<file path="config.mk">
export PLATFORM = sky130hd
export DESIGN_NAME = uart_core
export DESIGN_NICKNAME = d
export VERILOG_FILES = /design/src/rtl/uart_core.sv
export SDC_FILE = /design/constraint.sdc
export NUM_CORES = 1
export LEC_CHECK = 0
export CORE_MARGIN = 5
export CORE_UTILIZATION = 57
export CTS_CLUSTER_SIZE = 24
export DETAILED_ROUTE_END_ITERATION = 12
export GPL_TIMING_DRIVEN = 1
export PLACE_DENSITY = 0.79
export SYNTH_ARGS = -nofsm -noshare
export SYNTH_HDL_FRONTEND = slang
export SYNTH_SLANG_ARGS = --single-unit
</file>
<file path="constraint.sdc">
create_clock -name ice_clk -period 2.4 [get_ports ice_clk]
set_input_delay 0.48 -clock ice_clk [delete_from_list [all_inputs] [get_ports ice_clk]]
set_output_delay 0.48 -clock ice_clk [all_outputs]
set_load 0.01 [all_outputs]
</file>
<file path="src/rtl/uart_core.sv">
// uart_core: full-duplex UART with one RX engine and one TX engine.
// Data width, parity, stop bits and baud divisor are set by parameters.
// Both sides use valid/ready byte streams. CTS/RTS flow control is optional.
module uart_core #(
  parameter int CLK_HZ      = 12_000_000,
  parameter int BAUD        = 115200,
  parameter int DATA_BITS   = 8,
  parameter int PARITY      = 0,
  parameter int STOP_BITS   = 1,
  parameter int SYNC_STAGES = 3,
  parameter int FLOW_CTRL   = 1
) (
  input  logic                 ice_clk,
  input  logic                 rst,
  input  logic                 rxd,
  output logic                 txd,
  input  logic                 cts_n,
  output logic                 rts_n,
  input  logic [DATA_BITS-1:0] tx_data,
  input  logic                 tx_valid,
  output logic                 tx_ready,
  output logic [DATA_BITS-1:0] rx_data,
  output logic                 rx_valid,
  input  logic                 rx_ready,
  output logic                 rx_parity_err,
  output logic                 rx_frame_err,
  output logic                 rx_overrun
);
  localparam int DIV   = CLK_HZ / BAUD;
  localparam int CNT_W = $clog2(DIV);
  localparam logic [CNT_W-1:0] BIT_END   = CNT_W'(DIV - 1);
  localparam logic [CNT_W-1:0] HALF_END  = CNT_W'(DIV / 2 - 1);
  localparam logic [3:0]       DATA_LAST = 4'(DATA_BITS - 1);
  localparam logic [3:0]       STOP_LAST = 4'(STOP_BITS - 1);
  localparam logic             HAS_PAR   = (PARITY != 0);

  if (DIV < 8) begin : g_div_check
    $error("uart_core: CLK_HZ/BAUD must be at least 8");
  end
  if (DATA_BITS < 5 || DATA_BITS > 9) begin : g_data_check
    $error("uart_core: DATA_BITS must be 5..9");
  end
  if (STOP_BITS < 1 || STOP_BITS > 2) begin : g_stop_check
    $error("uart_core: STOP_BITS must be 1 or 2");
  end
  if (PARITY < 0 || PARITY > 2) begin : g_par_check
    $error("uart_core: PARITY must be 0, 1 or 2");
  end
  if (SYNC_STAGES < 2) begin : g_sync_check
    $error("uart_core: SYNC_STAGES must be at least 2");
  end

  typedef enum logic [2:0] {ST_IDLE, ST_START, ST_DATA, ST_PARITY, ST_STOP} state_t;

  // Parity bit that makes the frame odd (PARITY=1) or even (PARITY=2).
  function automatic logic parity_bit(input logic [DATA_BITS-1:0] d);
    return (PARITY == 1) ? ~(^d) : (^d);
  endfunction

  logic [SYNC_STAGES-1:0] rxd_sync;
  logic [SYNC_STAGES-1:0] cts_chain;
  logic                   rx_line;
  logic                   cts_sync;

  // Input synchronisers; both lines reset to the idle (high) level.
  always_ff @(posedge ice_clk) begin
    if (rst) begin
      rxd_sync  <= '1;
      cts_chain <= '1;
    end else begin
      rxd_sync  <= {rxd_sync[SYNC_STAGES-2:0], rxd};
      cts_chain <= {cts_chain[SYNC_STAGES-2:0], cts_n};
    end
  end

  assign rx_line  = rxd_sync[SYNC_STAGES-1];
  assign cts_sync = cts_chain[SYNC_STAGES-1];

  // ---------------- transmitter ----------------
  state_t                 tx_state, tx_state_nxt;
  logic [CNT_W-1:0]       tx_cnt, tx_cnt_nxt;
  logic [3:0]             tx_bit, tx_bit_nxt;
  logic [DATA_BITS-1:0]   tx_shift, tx_shift_nxt;
  logic                   tx_par, tx_par_nxt;
  logic                   tx_line_nxt;
  logic                   txd_q;

  assign tx_ready = (tx_state == ST_IDLE) & ~rst & (~cts_sync | (FLOW_CTRL == 0));
  assign txd      = txd_q;

  // TX state register; the line output is registered so txd never glitches.
  always_ff @(posedge ice_clk) begin
    tx_shift <= tx_shift_nxt;
    tx_par   <= tx_par_nxt;
    if (rst) begin
      tx_state <= ST_IDLE;
      tx_cnt   <= '0;
      tx_bit   <= '0;
      txd_q    <= 1'b1;
    end else begin
      tx_state <= tx_state_nxt;
      tx_cnt   <= tx_cnt_nxt;
      tx_bit   <= tx_bit_nxt;
      txd_q    <= tx_line_nxt;
    end
  end

  // TX next-state: each non-idle state holds its bit for DIV cycles.
  always_comb begin
    tx_state_nxt = tx_state;
    tx_cnt_nxt   = tx_cnt;
    tx_bit_nxt   = tx_bit;
    tx_shift_nxt = tx_shift;
    tx_par_nxt   = tx_par;
    tx_line_nxt  = 1'b1;
    case (tx_state)
      ST_IDLE: begin
        if (tx_valid && tx_ready) begin
          tx_shift_nxt = tx_data;
          tx_par_nxt   = parity_bit(tx_data);
          tx_cnt_nxt   = '0;
          tx_state_nxt = ST_START;
        end
      end
      ST_START: begin
        if (tx_cnt == BIT_END) begin
          tx_cnt_nxt   = '0;
          tx_bit_nxt   = '0;
          tx_state_nxt = ST_DATA;
        end else begin
          tx_cnt_nxt = tx_cnt + 1'b1;
        end
      end
      ST_DATA: begin
        if (tx_cnt == BIT_END) begin
          tx_cnt_nxt   = '0;
          tx_shift_nxt = tx_shift >> 1;
          if (tx_bit == DATA_LAST) begin
            tx_bit_nxt   = '0;
            tx_state_nxt = HAS_PAR ? ST_PARITY : ST_STOP;
          end else begin
            tx_bit_nxt = tx_bit + 1'b1;
          end
        end else begin
          tx_cnt_nxt = tx_cnt + 1'b1;
        end
      end
      ST_PARITY: begin
        if (tx_cnt == BIT_END) begin
          tx_cnt_nxt   = '0;
          tx_bit_nxt   = '0;
          tx_state_nxt = ST_STOP;
        end else begin
          tx_cnt_nxt = tx_cnt + 1'b1;
        end
      end
      ST_STOP: begin
        if (tx_cnt == BIT_END) begin
          tx_cnt_nxt = '0;
          if (tx_bit == STOP_LAST) begin
            tx_bit_nxt   = '0;
            tx_state_nxt = ST_IDLE;
          end else begin
            tx_bit_nxt = tx_bit + 1'b1;
          end
        end else begin
          tx_cnt_nxt = tx_cnt + 1'b1;
        end
      end
      default: tx_state_nxt = ST_IDLE;
    endcase
    case (tx_state_nxt)
      ST_START:  tx_line_nxt = 1'b0;
      ST_DATA:   tx_line_nxt = tx_shift_nxt[0];
      ST_PARITY: tx_line_nxt = tx_par_nxt;
      default:   tx_line_nxt = 1'b1;
    endcase
  end

  // ---------------- receiver ----------------
  state_t                 rx_state, rx_state_nxt;
  logic [CNT_W-1:0]       rx_cnt, rx_cnt_nxt;
  logic [3:0]             rx_bit, rx_bit_nxt;
  logic [DATA_BITS-1:0]   rx_shift, rx_shift_nxt;
  logic                   rx_perr, rx_perr_nxt;
  logic                   rx_ferr, rx_ferr_nxt;
  logic                   rx_prev;
  logic                   rx_done;
  logic [DATA_BITS-1:0]   rx_data_q;
  logic                   rx_valid_q, rx_perr_q, rx_ferr_q, rx_ovr_q;

  // RX state register plus the previous line level for start-edge detection.
  always_ff @(posedge ice_clk) begin
    rx_shift <= rx_shift_nxt;
    if (rst) begin
      rx_state <= ST_IDLE;
      rx_cnt   <= '0;
      rx_bit   <= '0;
      rx_perr  <= 1'b0;
      rx_ferr  <= 1'b0;
      rx_prev  <= 1'b1;
    end else begin
      rx_state <= rx_state_nxt;
      rx_cnt   <= rx_cnt_nxt;
      rx_bit   <= rx_bit_nxt;
      rx_perr  <= rx_perr_nxt;
      rx_ferr  <= rx_ferr_nxt;
      rx_prev  <= rx_line;
    end
  end

  // RX next-state: first sample at DIV/2, then every DIV cycles at mid-bit.
  always_comb begin
    rx_state_nxt = rx_state;
    rx_cnt_nxt   = rx_cnt;
    rx_bit_nxt   = rx_bit;
    rx_shift_nxt = rx_shift;
    rx_perr_nxt  = rx_perr;
    rx_ferr_nxt  = rx_ferr;
    rx_done      = 1'b0;
    case (rx_state)
      ST_IDLE: begin
        if (rx_prev && !rx_line) begin
          rx_cnt_nxt   = '0;
          rx_state_nxt = ST_START;
        end
      end
      ST_START: begin
        if (rx_cnt == HALF_END) begin
          rx_cnt_nxt = '0;
          if (rx_line) begin
            rx_state_nxt = ST_IDLE;
          end else begin
            rx_bit_nxt   = '0;
            rx_perr_nxt  = 1'b0;
            rx_ferr_nxt  = 1'b0;
            rx_state_nxt = ST_DATA;
          end
        end else begin
          rx_cnt_nxt = rx_cnt + 1'b1;
        end
      end
      ST_DATA: begin
        if (rx_cnt == BIT_END) begin
          rx_cnt_nxt   = '0;
          rx_shift_nxt = {rx_line, rx_shift[DATA_BITS-1:1]};
          if (rx_bit == DATA_LAST) begin
            rx_bit_nxt   = '0;
            rx_state_nxt = HAS_PAR ? ST_PARITY : ST_STOP;
          end else begin
            rx_bit_nxt = rx_bit + 1'b1;
          end
        end else begin
          rx_cnt_nxt = rx_cnt + 1'b1;
        end
      end
      ST_PARITY: begin
        if (rx_cnt == BIT_END) begin
          rx_cnt_nxt   = '0;
          rx_bit_nxt   = '0;
          rx_perr_nxt  = (parity_bit(rx_shift) != rx_line);
          rx_state_nxt = ST_STOP;
        end else begin
          rx_cnt_nxt = rx_cnt + 1'b1;
        end
      end
      ST_STOP: begin
        if (rx_cnt == BIT_END) begin
          rx_cnt_nxt  = '0;
          rx_ferr_nxt = rx_ferr | ~rx_line;
          if (rx_bit == STOP_LAST) begin
            rx_bit_nxt   = '0;
            rx_done      = 1'b1;
            rx_state_nxt = ST_IDLE;
          end else begin
            rx_bit_nxt = rx_bit + 1'b1;
          end
        end else begin
          rx_cnt_nxt = rx_cnt + 1'b1;
        end
      end
      default: rx_state_nxt = ST_IDLE;
    endcase
  end

  // RX output holding register: a full register discards new frames as overrun.
  always_ff @(posedge ice_clk) begin
    if (rst) begin
      rx_valid_q <= 1'b0;
      rx_data_q  <= '0;
      rx_perr_q  <= 1'b0;
      rx_ferr_q  <= 1'b0;
      rx_ovr_q   <= 1'b0;
    end else begin
      rx_ovr_q <= 1'b0;
      if (rx_done) begin
        if (!rx_valid_q || rx_ready) begin
          rx_data_q  <= rx_shift;
          rx_perr_q  <= rx_perr;
          rx_ferr_q  <= rx_ferr_nxt;
          rx_valid_q <= 1'b1;
        end else begin
          rx_ovr_q <= 1'b1;
        end
      end else if (rx_valid_q && rx_ready) begin
        rx_valid_q <= 1'b0;
      end
    end
  end

  assign rx_data       = rx_data_q;
  assign rx_valid      = rx_valid_q;
  assign rx_parity_err = rx_perr_q;
  assign rx_frame_err  = rx_ferr_q;
  assign rx_overrun    = rx_ovr_q;
  assign rts_n         = (FLOW_CTRL != 0) ? rx_valid_q : 1'b0;

endmodule

</file>
# After elaboration in Yosys (flattened, before gate mapping)
# Cells that the tools add are included.
[totals]
reg_bits = 67
input_bits = 14
elab_cells = 154
[classes]
addsub = 4
n_eq_ne = 30
n_mux = 59
n_bitwise = 7
n_reduce_logical = 33
[ops]
columns = ["cell", "count"]
rows = [
  ["$mux W4", 12],
  ["$mux W3", 14],
  ["$mux W7", 5],
  ["$pmux W3 S5", 2],
  ["$pmux W7 S3", 1],
  ["$ne A2 B2 Y1 const B", 10],
  ["$eq A3 B2 Y1 const B", 6],
  ["$mux W8", 2],
  ["$pmux W4 S4", 1],
  ["$pmux W8 S2", 1],
  ["$reduce_xor A8 Y1", 2],
  ["$mux W1", 15],
  ["$add A7 B1 Y7 const B", 2],
  ["$eq A7 B7 Y1 const B", 2],
  ["$pmux W7 S2", 1],
  ["$pmux W4 S3", 1],
  ["$reduce_and A2 Y1", 5],
  ["$eq A3 B1 Y1 const B", 3],
  ["$add A4 B1 Y4 const B", 2],
  ["$eq A4 B3 Y1 const B", 2],
  ["$logic_not A4 Y1", 2],
  ["$reduce_and A4 Y1", 2],
  ["$reduce_bool A2 Y1", 4],
  ["$eq A7 B6 Y1 const B", 1],
  ["21 further kinds", 35],
]

# Longest topological paths before layout
# Gate-level depths: netlist of the first run.
[logic_depth]
ltp_word = 8
depth_mapped = 8
ltp_nobuf = 7

# Worst setup path after synthesis of the first run
# No wires, ideal clock.
[synth_timing]
path_type = "register to register"
startpoint = "register rx_cnt[3]"
endpoint = "register rx_bit[2]"
setup_time_ns = 0.103
arrival_time_ns = 1.975
setup_slack_ns = 0.321
path_stages_with_launch = 7
path_buffers = 2
period_less_slack_ns = 2.079
cell_sequence = "dfxtp_1 > buf_6 > or4_4 > or4_4 > and3_4 > buf_6 > a2111oi_2"
[synth_via]
elab_chain_cells = 3
word_cells_on_any_way = 7
classes_between = "eq/ne (6); reduce/logical (1)"
[synth_lines]
columns = ["item", "line_no", "rtl"]
rows = [
  ["start: declaration", "182", "logic [CNT_W-1:0] rx_cnt, rx_cnt_nxt;"],
  ["start signal: assignment", "204", "rx_cnt <= rx_cnt_nxt;"],
  ["$eq A7 B7 Y1 or $eq A7 B6 Y1 (tied branches)", "n/a", ""],
  ["$ne A2 B2 Y1 (no source line)", "n/a", ""],
  ["$reduce_and A6 Y1 (no source line) *", "n/a", ""],
  ["end signal: assignment", "205", "rx_bit <= rx_bit_nxt;"],
  ["end: declaration", "183", "logic [3:0] rx_bit, rx_bit_nxt;"],
]
# Mark *: on every way between the ends. The rest lies on a longest branch, timed or not.
# A chain may end at the register's enable or synchronous reset.

# Final worst setup path of the first run
[layout_timing]
startpoint = "register tx_state[0]"
endpoint = "output port tx_ready"
[layout_via]
elab_chain_cells = 3
[layout_lines]
columns = ["item", "line_no", "rtl"]
rows = [
  ["start: declaration", "80", "state_t tx_state, tx_state_nxt;"],
  ["start signal: assignment", "101", "tx_state <= tx_state_nxt;"],
  ["$logic_not A3 Y1", "88", "assign tx_ready = (tx_state == ST_IDLE) & ~rst & (~cts_sync | (FLOW_CTRL == 0));"],
  ["$and A1 B1 Y1 (2 in series)", "88", ""],
  ["end: declaration", "21", "output logic tx_ready,"],
]
# Every way passes these cells.

==> reports/results.tsv, run 1 <==
metric	value	unit
syn_area_per_cell	9.35	um2
crit_fanout	11	
wl_per_cell	14.2	um
p_total	2.39	mW
yosysTopAreaCellShare	0.321	
dp_slack	0.100	ns
status	complete, no violations	
core	5510	um2
ys.flop_type	dfxtp_1	
num_vias	2587	
cts_num_sinks	67	
cts_hold_buf	0	
drive_above_1_share	0.132	
gp_congestion	0.848	
hp-class	flop to flop	
drtAntennaViolNets	0	
hpwl	4630	um
min_to	rxd_sync[2]$_SDFF_PP1_	
fmax	438	MHz
cp-end-kind	output pin	
vdd_drop_max	0.361	mV
synth_edf_count	15	
globalRouteTotalUtil	0.189	
final_common_cell	dfxtp_1	
first_pass_iters	5	
wirelength	6520	um
rsz0062_at_grt	false	
setup_ws	0.117	ns
hold_violations	0	
ys_seq_elements	67	
first_iter_violations	120	
ios	29	
grt_max_degree	30	
area_growth	19.4	%
crit_path_top_delay_cell	clkdlybuf4s50_1	
cp_slowest_stage_delay	0.58	ns
clk_latency	0.34	ns
vias_per_cell	5.65	
fin_crit	2.28	ns
antenna_found_initial	0	
setup.worst_path.class	flop to output pin	
worst_ep_required_time	1.92	ns
htreeDepth	3	
cts_root_buf	clkbuf_8	
yosysWarnings	0	
slew_headroom	0.671	
setup-violations-final	0	
dieWidth	85.4	um
r2r-start	rx_cnt[0]$_SDFFE_PP0P_	
grt_pass1_wl	11100	um
final_cell_mix	dfxtp_1, nor2_1, clkdlybuf4s50_1	
synthTopCellsByArea	dfxtp_1, edfxtp_1, nor2_1, xnor2_1, a21oi_1	
r2r_slack	0.21	ns
async_flop_share	0	
cts_buffers	9	
grt_pass1_vias	2455	
clock_path_buffers	2	
fill_cells	444	
drc	0	
cp-start-kind	flop	
n_antenna_cell	0	
setup_tns	0	ns
synth_cell_types	58	
cp.arrival	1.80	ns
min_from	rxd_sync[1]$_SDFF_PP1_	
worst_r2r_path_depth	6	
drv_slew	0	
portBuffers	28	
gr-total-overflow	0	
start_util	0.589	
synth_cells	347	
ys_seq_area_frac	0.460	
netlist_area	3240	um2
die_area	7300	um2
clk_pin_slew	0.07	ns
crit_path_cell_trace	or2_1, nor4_1, clkdlybuf4s50_1	
holdPathStages	1	
fin_nets	401	
synth.net_count	367	
worstMarginPinSlew	0.490	ns
yosysTopAreaCell	dfxtp_1	
timing.rr.end	rx_state[2]$_SDFFE_PP0P_	
p_leak	1.36	nW
maxCapViolCount	0	
cts_tree	built	
final.period_utilization	0.951	
power_density	617	nW/um2
die_y	85.4	um
rows	27	
skew	0.00797	ns
==> final cells by class <==
cell class | count | area, um2 | area share
repair buffers | 42 | 385 | 0.0995
flip-flops and latches | 67 | 1490 | 0.385
well taps | 72 | 90.1 | 0.0233
inverters | 10 | 37.5 | 0.00969
clock inverters | 7 | 116 | 0.0300
multi-input cells | 251 | 1630 | 0.420
clock buffers | 9 | 124 | 0.0320
==> synthesized netlist by cell type, types with 9 or more instances <==
| cell | number |
|---|---|
| a21oi_1 | 19 |
| clkbuf_1 | 15 |
| dfxtp_1 | 52 |
| edfxtp_1 | 15 |
| inv_1 | 10 |
| mux2i_1 | 9 |
| nand2_1 | 19 |
| nand3_1 | 10 |
| nor2_1 | 49 |
| o21ai_0 | 16 |
| xnor2_1 | 17 |
==> report_power, final <==
part	switching [mW]	total [mW]	internal [mW]
sequential	0.00630	1.17	1.16
combinational	0.0506	0.104	0.0539
clock	0.431	1.12	0.688
==> critical path: cells and delay by family (launching register included) <==
kind          cells  cell delay [ns]
buf+inv           1             0.58
flops             1             0.40
simple gates      2             0.49
==> kinds of logic after synthesis <==
kind of cell	Yosys count	synth area share
compound gates	72	0.148
xor+xnor	20	0.0582
fa+ha+maj	6	0.0231
buf+inv	29	0.0397
flops	67	0.460
mux	10	0.0324
simple gates	143	0.239
==> how the worst max path moves through the flow <==
stage	start	to	slack (ns)	cells past startpoint
after floorplan	rx_cnt[3]$_SDFFE_PP0P_	rx_bit[2]$_SDFFE_PP0P_	0.32	6
after global placement	rst	tx_ready	0.14	3
after detailed placement	rst	txd$_SDFF_PP1_	0.10	6
after CTS	tx_state[0]$_SDFF_PP0_	tx_ready	0.09	3
after global routing	rx_cnt[0]$_SDFFE_PP0P_	rx_state[2]$_SDFFE_PP0P_	0.03	6
final	tx_state[0]$_SDFF_PP0_	tx_ready	0.12	3
==> stage by stage <==
step                utilization  cells  hold WS, ns  cell area, um2
floorplan                     -    347        0.389            3240
global placement          0.659    442        0.394            3630
detailed placement        0.659    442        0.396            3630
CTS                       0.703    458        0.411            3870
global route              0.703    458        0.431            3870
finish                    0.703    458        0.409            3870
==> metal layers <==
| metal | vias up | wire length, um | track usage |
|---|---|---|---|
| met5 | - | 0 | 0 |
| met4 | 0 | 138 | 0.0906 |
| met3 | 12 | 251 | 0.0340 |
| met2 | 50 | 3050 | 0.311 |
| met1 | 1214 | 3080 | 0.238 |
| li1 | 1311 | - | - |
==> sequential cells by signal (all words and copies together) (netlist names) <==
| register | count |
|---|---|
| rx_cnt | 7 |
| rx_bit | 4 |
| tx_par | 1 |
| rx_prev | 1 |
| rx_frame_err | 1 |
| rx_state | 3 |
| tx_state | 3 |
| rx_shift | 8 |
| rts_n | 1 |
| rx_overrun | 1 |
| rxd_sync | 3 |
| tx_cnt | 7 |
| cts_chain | 3 |
| txd | 1 |
| rx_perr | 1 |
| rx_ferr | 1 |
| rx_parity_err | 1 |
| tx_bit | 4 |
| rx_data | 8 |
| tx_shift | 8 |
==> timing repair <==
item | CTS | global route
hold endpoints to repair | 0 | 0
endpoints found under the setup margin | 0 | 3
setup buffers | 0 | 0
resized for setup | 0 | 1
(Power assumes the default switching activity.)
==> run 2: changes to the inputs <==
--- a/config.mk
+++ b/config.mk
@@ -5,6 +5,7 @@
 export SDC_FILE = /design/constraint.sdc
 export NUM_CORES = 1
 export LEC_CHECK = 0
+export CAP_MARGIN = 20
 export CORE_MARGIN = 5
 export CORE_UTILIZATION = 57
 export CTS_CLUSTER_SIZE = 24
==> results of run 2 <==
No change in the layout: final DEF, timing and power equal those of run 1.
==> run 3: changes to the inputs <==
--- a/config.mk
+++ b/config.mk
@@ -10,6 +10,7 @@
 export CORE_UTILIZATION = 57
 export CTS_CLUSTER_SIZE = 24
 export DETAILED_ROUTE_END_ITERATION = 12
+export GPL_ROUTABILITY_DRIVEN = 0
 export GPL_TIMING_DRIVEN = 1
 export PLACE_DENSITY = 0.79
 export SYNTH_ARGS = -nofsm -noshare
==> results of run 3 <==
No change in the layout: final DEF, timing and power equal those of run 1.
